[src/rtl/clock_divider_bank_if.sv]
// Divisor configuration bus for clock_divider_bank: one write strobe carrying
// a channel index and a new half-period value.
interface clock_divider_bank_if #(
    parameter int CNT_W = 32
) ();
    logic             cfg_valid;
    logic [2:0]       cfg_ch;
    logic [CNT_W-1:0] cfg_half;

    modport master (
        output cfg_valid,
        output cfg_ch,
        output cfg_half
    );

    modport slave (
        input cfg_valid,
        input cfg_ch,
        input cfg_half
    );
endinterface

[src/rtl/clock_divider_bank.sv]
// Bank of NUM_CH independent programmable clock dividers with registered
// divided clocks, tick strobes and boundary-aligned divisor updates.
module clock_divider_bank #(
    parameter int               NUM_CH     = 2,
    parameter int               CNT_W      = 32,
    parameter logic [CNT_W-1:0] RESET_HALF = 50
) (
    input  logic                clock,
    input  logic                reset,
    input  logic [NUM_CH-1:0]   en,
    clock_divider_bank_if.slave cfg,
    output logic [NUM_CH-1:0]   div_clk,
    output logic [NUM_CH-1:0]   tick,
    output logic [NUM_CH-1:0]   tick_rise,
    output logic [NUM_CH-1:0]   pending
);

    for (genvar g = 0; g < NUM_CH; g++) begin : g_ch
        logic [CNT_W-1:0] cnt;
        logic [CNT_W-1:0] hp;
        logic [CNT_W-1:0] nxt;
        logic             pend_r;
        logic             div_r;
        logic             tick_r;
        logic             rise_r;
        logic             wr;
        logic             tc;

        // cfg_ch is compared at full width, so indices >= NUM_CH never match
        assign wr = cfg.cfg_valid && (cfg.cfg_ch == 3'(g));
        assign tc = en[g] && (cnt == hp);

        always_ff @(posedge clock) begin
            if (reset) begin
                cnt    <= '0;
                hp     <= RESET_HALF;
                nxt    <= '0;
                pend_r <= 1'b0;
                div_r  <= 1'b0;
                tick_r <= 1'b0;
                rise_r <= 1'b0;
            end else if (!en[g]) begin
                cnt    <= '0;
                div_r  <= 1'b0;
                tick_r <= 1'b0;
                rise_r <= 1'b0;
                // stopped: writes land directly, and a parked divisor is committed
                if (wr) begin
                    hp     <= cfg.cfg_half;
                    pend_r <= 1'b0;
                end else if (pend_r) begin
                    hp     <= nxt;
                    pend_r <= 1'b0;
                end
            end else if (tc) begin
                cnt    <= '0;
                div_r  <= ~div_r;
                tick_r <= 1'b1;
                rise_r <= ~div_r;
                // boundary: a same-cycle write overrides any parked value
                if (wr) begin
                    hp     <= cfg.cfg_half;
                    pend_r <= 1'b0;
                end else if (pend_r) begin
                    hp     <= nxt;
                    pend_r <= 1'b0;
                end
            end else begin
                cnt    <= cnt + 1'b1;
                tick_r <= 1'b0;
                rise_r <= 1'b0;
                if (wr) begin
                    nxt    <= cfg.cfg_half;
                    pend_r <= 1'b1;
                end
            end
        end

        assign div_clk[g]   = div_r;
        assign tick[g]      = tick_r;
        assign tick_rise[g] = rise_r;
        assign pending[g]   = pend_r;
    end

endmodule

[src/flat_wrapper.sv]
// flat-port wrapper written by rule: the top's interface ports become plain ports
module clock_divider_bank_flat 
#(
    parameter int               NUM_CH     = 2,
    parameter int               CNT_W      = 32,
    parameter logic [CNT_W-1:0] RESET_HALF = 50
)
  (clock, reset, en, div_clk, tick, tick_rise, pending, cfg_cfg_valid, cfg_cfg_ch, cfg_cfg_half);
  clock_divider_bank_if #(.CNT_W(CNT_W)) cfg_i ();
  input  logic clock;
  input  logic reset;
  input  logic [NUM_CH-1:0] en;
  output logic [NUM_CH-1:0] div_clk;
  output logic [NUM_CH-1:0] tick;
  output logic [NUM_CH-1:0] tick_rise;
  output logic [NUM_CH-1:0] pending;
  input wire logic [$bits(cfg_i.cfg_valid)-1:0] cfg_cfg_valid;
  input wire logic [$bits(cfg_i.cfg_ch)-1:0] cfg_cfg_ch;
  input wire logic [$bits(cfg_i.cfg_half)-1:0] cfg_cfg_half;
  assign cfg_i.cfg_valid = cfg_cfg_valid;
  assign cfg_i.cfg_ch = cfg_cfg_ch;
  assign cfg_i.cfg_half = cfg_cfg_half;
  clock_divider_bank #(.NUM_CH(NUM_CH), .CNT_W(CNT_W), .RESET_HALF(RESET_HALF)) u_core (.clock(clock), .reset(reset), .en(en), .cfg(cfg_i), .div_clk(div_clk), .tick(tick), .tick_rise(tick_rise), .pending(pending));
endmodule
[config.mk]
export PLATFORM = sky130hd
export DESIGN_NAME = clock_divider_bank_flat
export DESIGN_NICKNAME = d
export VERILOG_FILES = /design/src/rtl/clock_divider_bank_if.sv /design/src/rtl/clock_divider_bank.sv /design/src/flat_wrapper.sv
export SDC_FILE = /design/constraint.sdc
export NUM_CORES = 1
export LEC_CHECK = 0
export BUFFER_PORTS_ARGS = -buffer_cell sky130_fd_sc_hd__clkbuf_2
export CAP_MARGIN = 15
export CORE_ASPECT_RATIO = 0.75
export CORE_MARGIN = 10
export CORE_UTILIZATION = 62
export CTS_CLUSTER_SIZE = 8
export DETAILED_ROUTE_END_ITERATION = 16
export GPL_TIMING_DRIVEN = 0
export PLACE_DENSITY = 0.84
export SYNTH_ARGS = -nofsm -noshare
export SYNTH_HDL_FRONTEND = slang
export SYNTH_SLANG_ARGS = --single-unit
[constraint.sdc]
create_clock -name clock -period 2.2 [get_ports clock]
set_input_delay 0.11 -clock clock [delete_from_list [all_inputs] [get_ports clock]]
set_output_delay 0.11 -clock clock [all_outputs]
set_load 0.05 [all_outputs]
==> flow_summary.yaml, run 1 <==
outcome:
  status: "finished, violations left"
  failed_checks: "negative setup slack"
sta:
  rsz0062_at_grt: "yes"
  fin_crit_ps: 2260
  finalHoldViolations: 0
  relSlewSlack_pct: 49.5
  fin_crit_sh_pct: 103
  finalMaxSlewViolations: 0
  worst_pin_slew_ps: 755
  max_freq_mhz: 443
  setup_ws_ps: -56.1
  finalSetupViolCount: 2
  setup_tns_ps: -71.8
  skew_ps: 7.78
grt:
  grt_pass1_vias: 9124
  grt_max_degree: 17
  grt_usage_pct: 26.8
  grt_pass1_wl_um: 49400
  grt_antenna_before_repair: 0
  overflow: 0
floorplanning:
  io_pins: 48
  num_rows: 41
  die_w_um: 172
  fp.dieH_um: 134
  core_um2: 16900
  start_util_pct: 63.5
  die_area_um2: 23000
setup_path:
  crit_start: "u_core.g_ch[0].cnt[28]$_SDFF_PP0_"
  cp-end-kind: "flip-flop"
  cp.required_ps: 2560
  cp_data_arrival_time_ps: 2610
  critPathKind: "flip-flop to flip-flop"
  crit_end: "u_core.g_ch[0].nxt[1]$_SDFFE_PP0P_"
  ff2ff_path_depth: 9
  start_kind: "flip-flop"
  rr_endpoint: "u_core.g_ch[0].nxt[1]$_SDFFE_PP0P_"
  crit_fanout: 10
  r2r-start: "u_core.g_ch[0].cnt[28]$_SDFF_PP0_"
  r2r_slack_ps: -60
yosys:
  synth_top_area_cell: "dfxtp_1"
  synth_flop_cell: "dfxtp_1"
  synthMostInstantiatedCell: "dfxtp_1"
  ys_seq_elements: 200
  syn_nets: 1204
  yosysSeqAreaShare_pct: 37.3
  synthArstFlopShare_pct: 0
  yosys.area.top_type_share_pct: 37.3
  synth.area.top_cells: "dfxtp_1, xor2_1, mux2_2"
  synthCells: 1162
  syn_area_um2: 10700
  synth_commonest_cells: "dfxtp_1, nand2_1, nor2_1"
  syn_area_per_cell_um2: 9.23
  synth_edf_count: 0
  synth_cell_types: 56
  yosysWarningCount: 0
min_path:
  min_path_type: "input pin to flip-flop"
detailed_routing:
  routed_wl_um: 32900
  drtPass1Iterations: 7
  drc: 0
  vias: 10065
  drtIter0Drc: 1573
  wl_per_cell_um: 22.0
  drtAntennaViolNets: 0
  routed_via_density: 6.72
clock_network:
  htreeDepth: 4
  clk_pin_slew_ps: 70
  numCtsBuffers: 17
  cts_buffer_depth: 2
  insertion_delay_ps: 450
  cts_root_buf: "clkbuf_16"
  clock-sinks: 200
  cts_tree: "built"
layout:
  finish.utilization_pct: 73.8
  areaGrowthSynthToFinish_pct: 16.2
  final_nets: 1311
  drive_above_1_share_pct: 20.2
  design_area_um2: 12500
pwr:
  ir_drop_uv: 437
  power_uw: 7670
  power_density_nw_per_um2: 616
  p_leak_uw: 0.00468
job:
  drv_cap: 0
placement:
  place_congestion: 0.944
  portBuffers: 44
  place_ws_ps: -177
  placed_area_um2: 11200
  dp_hpwl_um: 22500
[worst min path at each step]
stage	to	depth (start not counted)	from
final	u_core.g_ch[1].nxt[3]$_SDFFE_PP0P_	3	cfg_cfg_half[3]
after global routing	u_core.g_ch[1].nxt[7]$_SDFFE_PP0P_	3	cfg_cfg_half[7]
after CTS	u_core.g_ch[0].nxt[5]$_SDFFE_PP0P_	3	cfg_cfg_half[5]
after detailed placement	u_core.g_ch[1].nxt[26]$_SDFFE_PP0P_	3	cfg_cfg_half[26]
after global placement	u_core.g_ch[1].nxt[27]$_SDFFE_PP0P_	3	cfg_cfg_half[27]
after floorplan	u_core.g_ch[0].nxt[0]$_SDFFE_PP0P_	2	cfg_cfg_half[0]
[stage by stage]
stage | cells | hold slack [ps]
4_1_cts | 1479 | 2.27
5_1_grt | 1496 | 27.9
3_3_place_gp | 1421 | 392
2_1_floorplan | 1162 | 272
3_5_place_dp | 1421 | 403
6_report | 1497 | 14.5
[worst max-delay path, cell delays in order, from the launching register on]
cell	delay, ps
dfxtp_1	410
xor2_1	130
nor4_2	390
nand4_1	180
buf_4	240
o211ai_2	170
buf_6	190
buf_6	130
buf_4	100
mux2i_1	230
[registers in the layout, indices dropped and copies added, names as in the netlist]
register / flops
u_core.g_ch.rise_r: 2
u_core.g_ch.div_r: 2
u_core.g_ch.pend_r: 2
u_core.g_ch.tick_r: 2
u_core.g_ch.nxt: 64
u_core.g_ch.hp: 64
u_core.g_ch.cnt: 64
[layout by cell type, fill, tap and decap left out, types with 4 or more instances in the layout]
cell and count:
nand3_1 48, a32oi_1 58, o21ai_0 5, buf_6 8
nor3_1 14, buf_2 20, nand2b_1 29, mux2_2 61
inv_1 13, bufinv_16 4, xor2_1 79, o2111ai_1 57
nor2_1 83, a311oi_1 6, dfxtp_1 192, nor4_4 4
dlygate4sd3_1 28, o211ai_1 58, nor4_2 20, nand2_1 121
mux2i_1 66, clkbuf_1 61, clkbuf_2 51, nand4_1 13
nor4_1 13, buf_4 29, and3_1 7, nor2_2 4
xnor2_1 44, dfxtp_2 7, or3_1 5, clkbuf_16 18
[area by class of cell]
class	count	area, um2
flip-flops and latches	200	4020
well taps	215	269
fillers	1142	4420
plain buffers	108	579
multi-input cells	838	6260
clock inverters	7	141
repair buffers	91	662
clock buffers	24	482
inverters	13	48.8
diodes	1	2.50
[per-layer routing]
layer | vias up | global-route usage (%) | part of all wire, %
met5 | - | 0 | 0
met1 | 4789 | 38.6 | 43
li1 | 4492 | - | -
met2 | 689 | 37.8 | 42
met3 | 95 | 7.77 | 13
met4 | 0 | 6.83 | 2.5
[logic make-up (layout without fill, tap and decap cells)]
| group | count (synthesis) | after routing | share of synthesized area (%) |
|---|---|---|---|
| AO/OA/AOI/OAI | 197 | 197 | 15.2 |
| XOR/XNOR | 124 | 124 | 10.1 |
| adder cells (fa/ha/maj) | 2 | 2 | 0.233 |
| buffers and inverters | 124 | 243 | 5.61 |
| flip-flops | 200 | 200 | 37.3 |
| multiplexers | 128 | 128 | 12.7 |
| other | 0 | 1 | 0 |
| AND/OR/NAND/NOR | 387 | 387 | 18.8 |
[power by group]
group	leakage, uW	switching (uW)	total (uW)	internal [uW]
clock network	0.000301	1380	3380	1990
logic	0.00277	408	618	210
registers	0.00162	28.0	3680	3650
total	0.00468	1820	7670	5850
[what timing repair did]
item | CTS | global route
pin swaps | 1 | 7
cloned | 0 | 2
gates resized for setup | 9 | 54
hold buffers | 28 | 0
setup endpoints to repair | 104 | 135
setup buffers | 0 | 17
endpoints found under the hold margin | 53 | 0
No activity file was read; power rests on OpenSTA's default activity.
==> run 2: changes to the inputs <==
--- a/config.mk
+++ b/config.mk
@@ -10,10 +10,12 @@
 export CORE_ASPECT_RATIO = 0.75
 export CORE_MARGIN = 10
 export CORE_UTILIZATION = 62
+export CTS_CLUSTER_DIAMETER = 120
 export CTS_CLUSTER_SIZE = 8
 export DETAILED_ROUTE_END_ITERATION = 16
 export GPL_TIMING_DRIVEN = 0
 export PLACE_DENSITY = 0.84
+export REMOVE_ABC_BUFFERS = 1
 export SYNTH_ARGS = -nofsm -noshare
 export SYNTH_HDL_FRONTEND = slang
 export SYNTH_SLANG_ARGS = --single-unit
==> flow_summary.yaml, run 2 (same netlist as run 1, synthesis figures left out) <==
outcome:
  status: "finished, violations left"
  failed_checks: "negative setup slack"
setup_path:
  ff2ff_path_depth: 7
  cp-end-kind: "flip-flop"
  cp_data_arrival_time_ps: 2590
  critPathKind: "flip-flop to flip-flop"
  r2r_slack_ps: -20
  cp.required_ps: 2570
  rr_endpoint: "u_core.g_ch[0].nxt[12]$_SDFFE_PP0P_"
  start_kind: "flip-flop"
  crit_fanout: 10
  r2r-start: "u_core.g_ch[0].hp[16]$_SDFFE_PP0P_"
sta:
  fin_crit_sh_pct: 101
  fin_crit_ps: 2220
  worst_pin_slew_ps: 874
  finalSetupViolCount: 2
  relSlewSlack_pct: 41.2
  rsz0062_at_grt: "yes"
  max_freq_mhz: 451
  finalHoldViolations: 0
  skew_ps: 12.9
  holdWs_ps: 11.1
  setup_ws_ps: -19.0
  setup_tns_ps: -35.7
  finalMaxSlewViolations: 0
detailed_routing:
  wl_per_cell_um: 21.0
  vias: 9682
  routed_via_density: 6.74
  drtAntennaViolNets: 0
  drtPass1Iterations: 5
  routed_wl_um: 30200
  drc: 0
  drtIter0Drc: 1305
floorplanning:
  core_um2: 16900
  die_area_um2: 23000
  start_util_pct: 63.5
  die_w_um: 172
  io_pins: 48
  fp.dieH_um: 134
  num_rows: 41
clock_network:
  cts_tree: "built"
  clock-sinks: 200
  cts_buffer_depth: 2
  cts_root_buf: "clkbuf_16"
  htreeDepth: 4
  numCtsBuffers: 17
  clk_pin_slew_ps: 80
  insertion_delay_ps: 450
job:
  drv_cap: 0
layout:
  final_nets: 1251
  fillers: 1141
  final_cell_mix: "dfxtp_1, nand2_1, nor2_1"
  areaGrowthSynthToFinish_pct: 16.8
  multi_input_area_um2: 6420
  drive_above_1_share_pct: 21.6
  largest_registers: "u_core.g_ch.cnt: 64 flops, u_core.g_ch.hp: 64 flops, u_core.g_ch.nxt: 64 flops"
  diodes: 0
  regArea_um2: 4020
  final_common_cell: "dfxtp_1"
placement:
  portBuffers: 47
  dp_hpwl_um: 18000
  place_congestion: 0.889
grt:
  grt_pass1_vias: 8930
  grt_usage_pct: 24.9
  grt_antenna_before_repair: 0
  grt_max_degree: 161
  overflow: 0
  grt_pass1_wl_um: 47100
pwr:
  power_density_nw_per_um2: 597
  p_leak_uw: 0.00469
  ir_drop_uv: 554
min_path:
  min_path_type: "input pin to flip-flop"
  hold-path-endpoint: "u_core.g_ch[0].nxt[25]$_SDFFE_PP0P_"
  worstHoldStart: "cfg_cfg_half[25]"
  hold_path_depth: 3
==> run 2: area by class of cell <==
cell class / count / share of cell area, %
Multi-Input combinational cell: 841 / 51.2
Inverter: 13 / 0.449
Tap cell: 215 / 2.15
Sequential cell: 200 / 32.1
Timing Repair Buffer: 136 / 9.46
Clock buffer: 18 / 3.51
Clock inverter: 14 / 1.12
==> run 2: how the worst max path moves through the flow <==
stage	startpoint	endpoint
2_1_floorplan	cfg_cfg_ch[2]	u_core.g_ch[1].hp[1]$_SDFFE_PP1P_
3_3_place_gp	cfg_cfg_ch[1]	u_core.g_ch[1].hp[4]$_SDFFE_PP1P_
3_5_place_dp	u_core.g_ch[0].cnt[14]$_SDFF_PP0_	u_core.g_ch[0].hp[4]$_SDFFE_PP1P_
4_1_cts	u_core.g_ch[1].cnt[13]$_SDFF_PP0_	u_core.g_ch[1].hp[6]$_SDFFE_PP0P_
5_1_grt	u_core.g_ch[0].cnt[29]$_SDFF_PP0_	u_core.g_ch[0].nxt[16]$_SDFFE_PP0P_
6_report	u_core.g_ch[0].hp[16]$_SDFFE_PP0P_	u_core.g_ch[0].nxt[12]$_SDFFE_PP0P_
==> run 2: through the flow <==
step / setup slack, ps / utilization [%] / power [uW] / cells / cell area (um2)
6_report: -19.0 / 74.2 / 7480 / 1437 / 12500
5_1_grt: -93.5 / 74.2 / 7650 / 1437 / 12500
4_1_cts: -17.2 / 72.7 / 7390 / 1413 / 12300
3_5_place_dp: -1390 / 65.4 / 4240 / 1330 / 11000
3_3_place_gp: -9150 / 63.3 / 4190 / 1313 / 10700
2_1_floorplan: -4740 / - / 4030 / 1051 / 10200
==> run 2: power by group <==
| part | internal, uW | leakage [uW] | switching, uW |
|---|---|---|---|
| Combinational | 248 | 0.00280 | 388 |
| Clock | 1620 | 0.000275 | 1550 |
| Sequential | 3650 | 0.00162 | 28.1 |
| Total | 5510 | 0.00469 | 1970 |
==> run 2: repair_timing <==
action / 4_1_cts / 5_1_grt
endpoints found under the setup margin: 186 / 104
pin swaps: 9 / 12
hold buffers: 31 / 0
gates resized for setup: 27 / 20
gates cloned: 3 / 2
buffers inserted: 17 / 22
endpoints found under the hold margin: 59 / 0
==> run 2: layer usage <==
metal | wire, um | share of wire, % | track usage (%)
met5 | 0 | 0 | 0
met4 | 559 | 1.8 | 8.03
met3 | 2640 | 8.7 | 4.98
met2 | 14000 | 46 | 37.9
met1 | 13000 | 43 | 34.5
==> run 2: worst max-delay path: stages (launching register included) <==
cell       delay, ps
dfxtp_1          370
xor2_1           190
nor4_2           390
nand4_1          180
buf_4            230
o211ai_4         300
clkbuf_16        250
mux2i_2          220
==> run 3: changes to the inputs <==
--- a/config.mk
+++ b/config.mk
@@ -5,6 +5,7 @@
 export SDC_FILE = /design/constraint.sdc
 export NUM_CORES = 1
 export LEC_CHECK = 0
+export ABC_AREA = 1
 export BUFFER_PORTS_ARGS = -buffer_cell sky130_fd_sc_hd__clkbuf_2
 export CAP_MARGIN = 15
 export CORE_ASPECT_RATIO = 0.75
==> flow_summary.yaml, run 3 <==
detailed_routing:
  wl_per_cell_um: 15.1
  routed_via_density: 5.61
  routed_wl_um: 28100
  vias: 10411
  drc: 0
  drtAntennaViolNets: 0
  drtPass1Iterations: 7
  drtIter0Drc: 1116
yosys:
  ys_seq_elements: 200
  yosysSeqAreaShare_pct: 37.5
  synthMostInstantiatedCell: "nand2_1"
  synth_flop_cell: "dfxtp_1"
  synthCells: 1632
  synth_edf_count: 0
  synthArstFlopShare_pct: 0
  synth_commonest_cells: "nand2_1, nor2_1, inv_1"
  syn_area_um2: 10700
  synth_top_area_cell: "dfxtp_1"
  synth.area.top_cells: "dfxtp_1, nand2_1, nor2_1"
  syn_area_per_cell_um2: 6.54
  synth_cell_types: 35
  yosys.area.top_type_share_pct: 37.5
  yosysWarningCount: 0
sta:
  relSlewSlack_pct: 26.9
  worst_pin_slew_ps: 1100
  finalSetupViolCount: 0
  skew_ps: 10.3
  fin_crit_sh_pct: 94.3
  fin_crit_ps: 2080
  max_freq_mhz: 482
  holdWs_ps: 54.2
  finalMaxSlewViolations: 0
  finalHoldViolations: 0
pwr:
  power_density_nw_per_um2: 642
  ir_drop_uv: 459
  p_leak_uw: 0.00475
layout:
  drive_above_1_share_pct: 8.84
  finalNonFillerCells: 1855
  diodes: 0
  areaGrowthSynthToFinish_pct: 9.82
  largest_registers: "u_core.g_ch.cnt: 64 flops, u_core.g_ch.hp: 64 flops, u_core.g_ch.nxt: 64 flops"
  design_area_um2: 11700
  final_nets: 1669
  final_common_cell: "nand2_1"
  final_cell_mix: "nand2_1, inv_1, nor2_1"
  finish.utilization_pct: 69.4
grt:
  grt_pass1_vias: 9101
  overflow: 0
  grt_antenna_before_repair: 0
  grt_max_degree: 71
  grt_pass1_wl_um: 44000
  grt_usage_pct: 23.2
clock_network:
  clock-sinks: 200
  htreeDepth: 4
  cts_root_buf: "clkbuf_16"
  cts_tree: "built"
  insertion_delay_ps: 450
  cts_buffer_depth: 2
  numCtsBuffers: 17
  clk_pin_slew_ps: 70
setup_path:
  ff2ff_path_depth: 10
  crit_fanout: 22
  cp.required_ps: 2520
  crit_top_cell: "nand2_1"
  r2r-start: "u_core.g_ch[1].cnt[23]$_SDFF_PP0_"
  critPathTopFamily: "simple AND/OR/NAND/NOR gates"
  cp_slowest_cell: "dfxtp_1"
  path_cells: "xnor2_1, nand2_1, nor2_1, nand2_1, nor2_4, nand2_8, nand3_2, nand2_1, nand2_1, nor2_1"
  cp_data_arrival_time_ps: 2400
  critPathKind: "flip-flop to flip-flop"
  start_kind: "flip-flop"
  crit_path_max_incr_delay_ps: 500
  cp-end-kind: "flip-flop"
  rr_endpoint: "u_core.g_ch[1].nxt[30]$_SDFFE_PP0P_"
  r2r_slack_ps: 120
  cp_num_buf_inv: 0
outcome:
  status: "completed"
placement:
  dp_hpwl_um: 17600
  portBuffers: 47
  placed_area_um2: 10800
  dp.cells: 1804
  place_congestion: 0.904
floorplanning:
  num_rows: 41
  fp.dieH_um: 134
  core_um2: 16900
  die_area_um2: 22900
  die_w_um: 171
  start_util_pct: 63.2
  io_pins: 48
min_path:
  worstHoldStart: "cfg_cfg_half[15]"
  min_path_type: "input pin to flip-flop"
  hold_path_depth: 5
  hold-path-endpoint: "u_core.g_ch[0].nxt[15]$_SDFFE_PP0P_"
job:
  drv_cap: 0
run 3: final cells by class:
cell class	count	area, um2
inverters	225	845
clock inverters	12	118
flip-flops and latches	200	4010
well taps	215	269
repair buffers	59	408
fillers	1358	5160
clock buffers	20	467
multi-input cells	1124	5610
run 3: worst max-delay path by stage:
stage / start / to / depth (start not counted)
global placement: cfg_cfg_ch[1] / u_core.g_ch[0].hp[5]$_SDFFE_PP1P_ / 9
global route: u_core.g_ch[1].cnt[20]$_SDFF_PP0_ / u_core.g_ch[1].nxt[31]$_SDFFE_PP0P_ / 10
detailed placement: u_core.g_ch[1].cnt[17]$_SDFF_PP0_ / u_core.g_ch[1].hp[4]$_SDFFE_PP1P_ / 10
floorplan: cfg_cfg_ch[1] / u_core.g_ch[0].hp[1]$_SDFFE_PP1P_ / 8
CTS: u_core.g_ch[0].cnt[26]$_SDFF_PP0_ / u_core.g_ch[0].nxt[16]$_SDFFE_PP0P_ / 10
finish: u_core.g_ch[1].cnt[23]$_SDFF_PP0_ / u_core.g_ch[1].nxt[30]$_SDFFE_PP0P_ / 10
run 3: logic make-up (layout without fill, tap and decap cells):
logic type      count (synthesis)  count (layout)  synth area share, %
simple gates                  875             887                 35.9
fa+ha+maj                       2               2                0.235
compound gates                155             155                 7.33
flops                         200             200                 37.5
xor+xnor                       80              80                 6.57
buf+inv                       320             316                 12.5
run 3: worst min-delay path, cell delays in order:
cell,delay (ps)
clkbuf_2,80
inv_1,60
nand4_1,80
nand2_1,50
nor2_1,70
run 3: routing by layer:
metal | GRT usage (%) | part of all wire [%] | vias to the layer above
li1 | - | - | 5093
met1 | 33.8 | 46 | 4793
met2 | 34.3 | 42 | 480
met3 | 3.45 | 10 | 45
met4 | 6.89 | 1.6 | 0
met5 | 0 | 0 | -
run 3: where the power goes:
group / total [uW] / internal, uW / switching (uW)
clock: 3150 / 1670 / 1480
sequential: 3730 / 3680 / 46.4
combinational: 649 / 201 / 448
total: 7520 / 5550 / 1970
run 3: through the flow:
step | setup slack, ps | power (uW) | TNS [ps]
final | 125 | 7520 | 0
after global routing | -0.630 | 7740 | -0.630
after CTS | 50.9 | 7480 | 0
after detailed placement | -937 | 4380 | -66090
after global placement | -4160 | 4350 | -363450
after floorplan | -2580 | 4160 | -172210
run 3: what timing repair did:
action / CTS / global route
hold buffers: 3 / 0
resized for setup: 14 / 8
cloned: 4 / 8
hold endpoints to repair: 6 / 0
endpoints found under the setup margin: 162 / 130
pin swaps: 5 / 4
setup buffers: 0 / 3
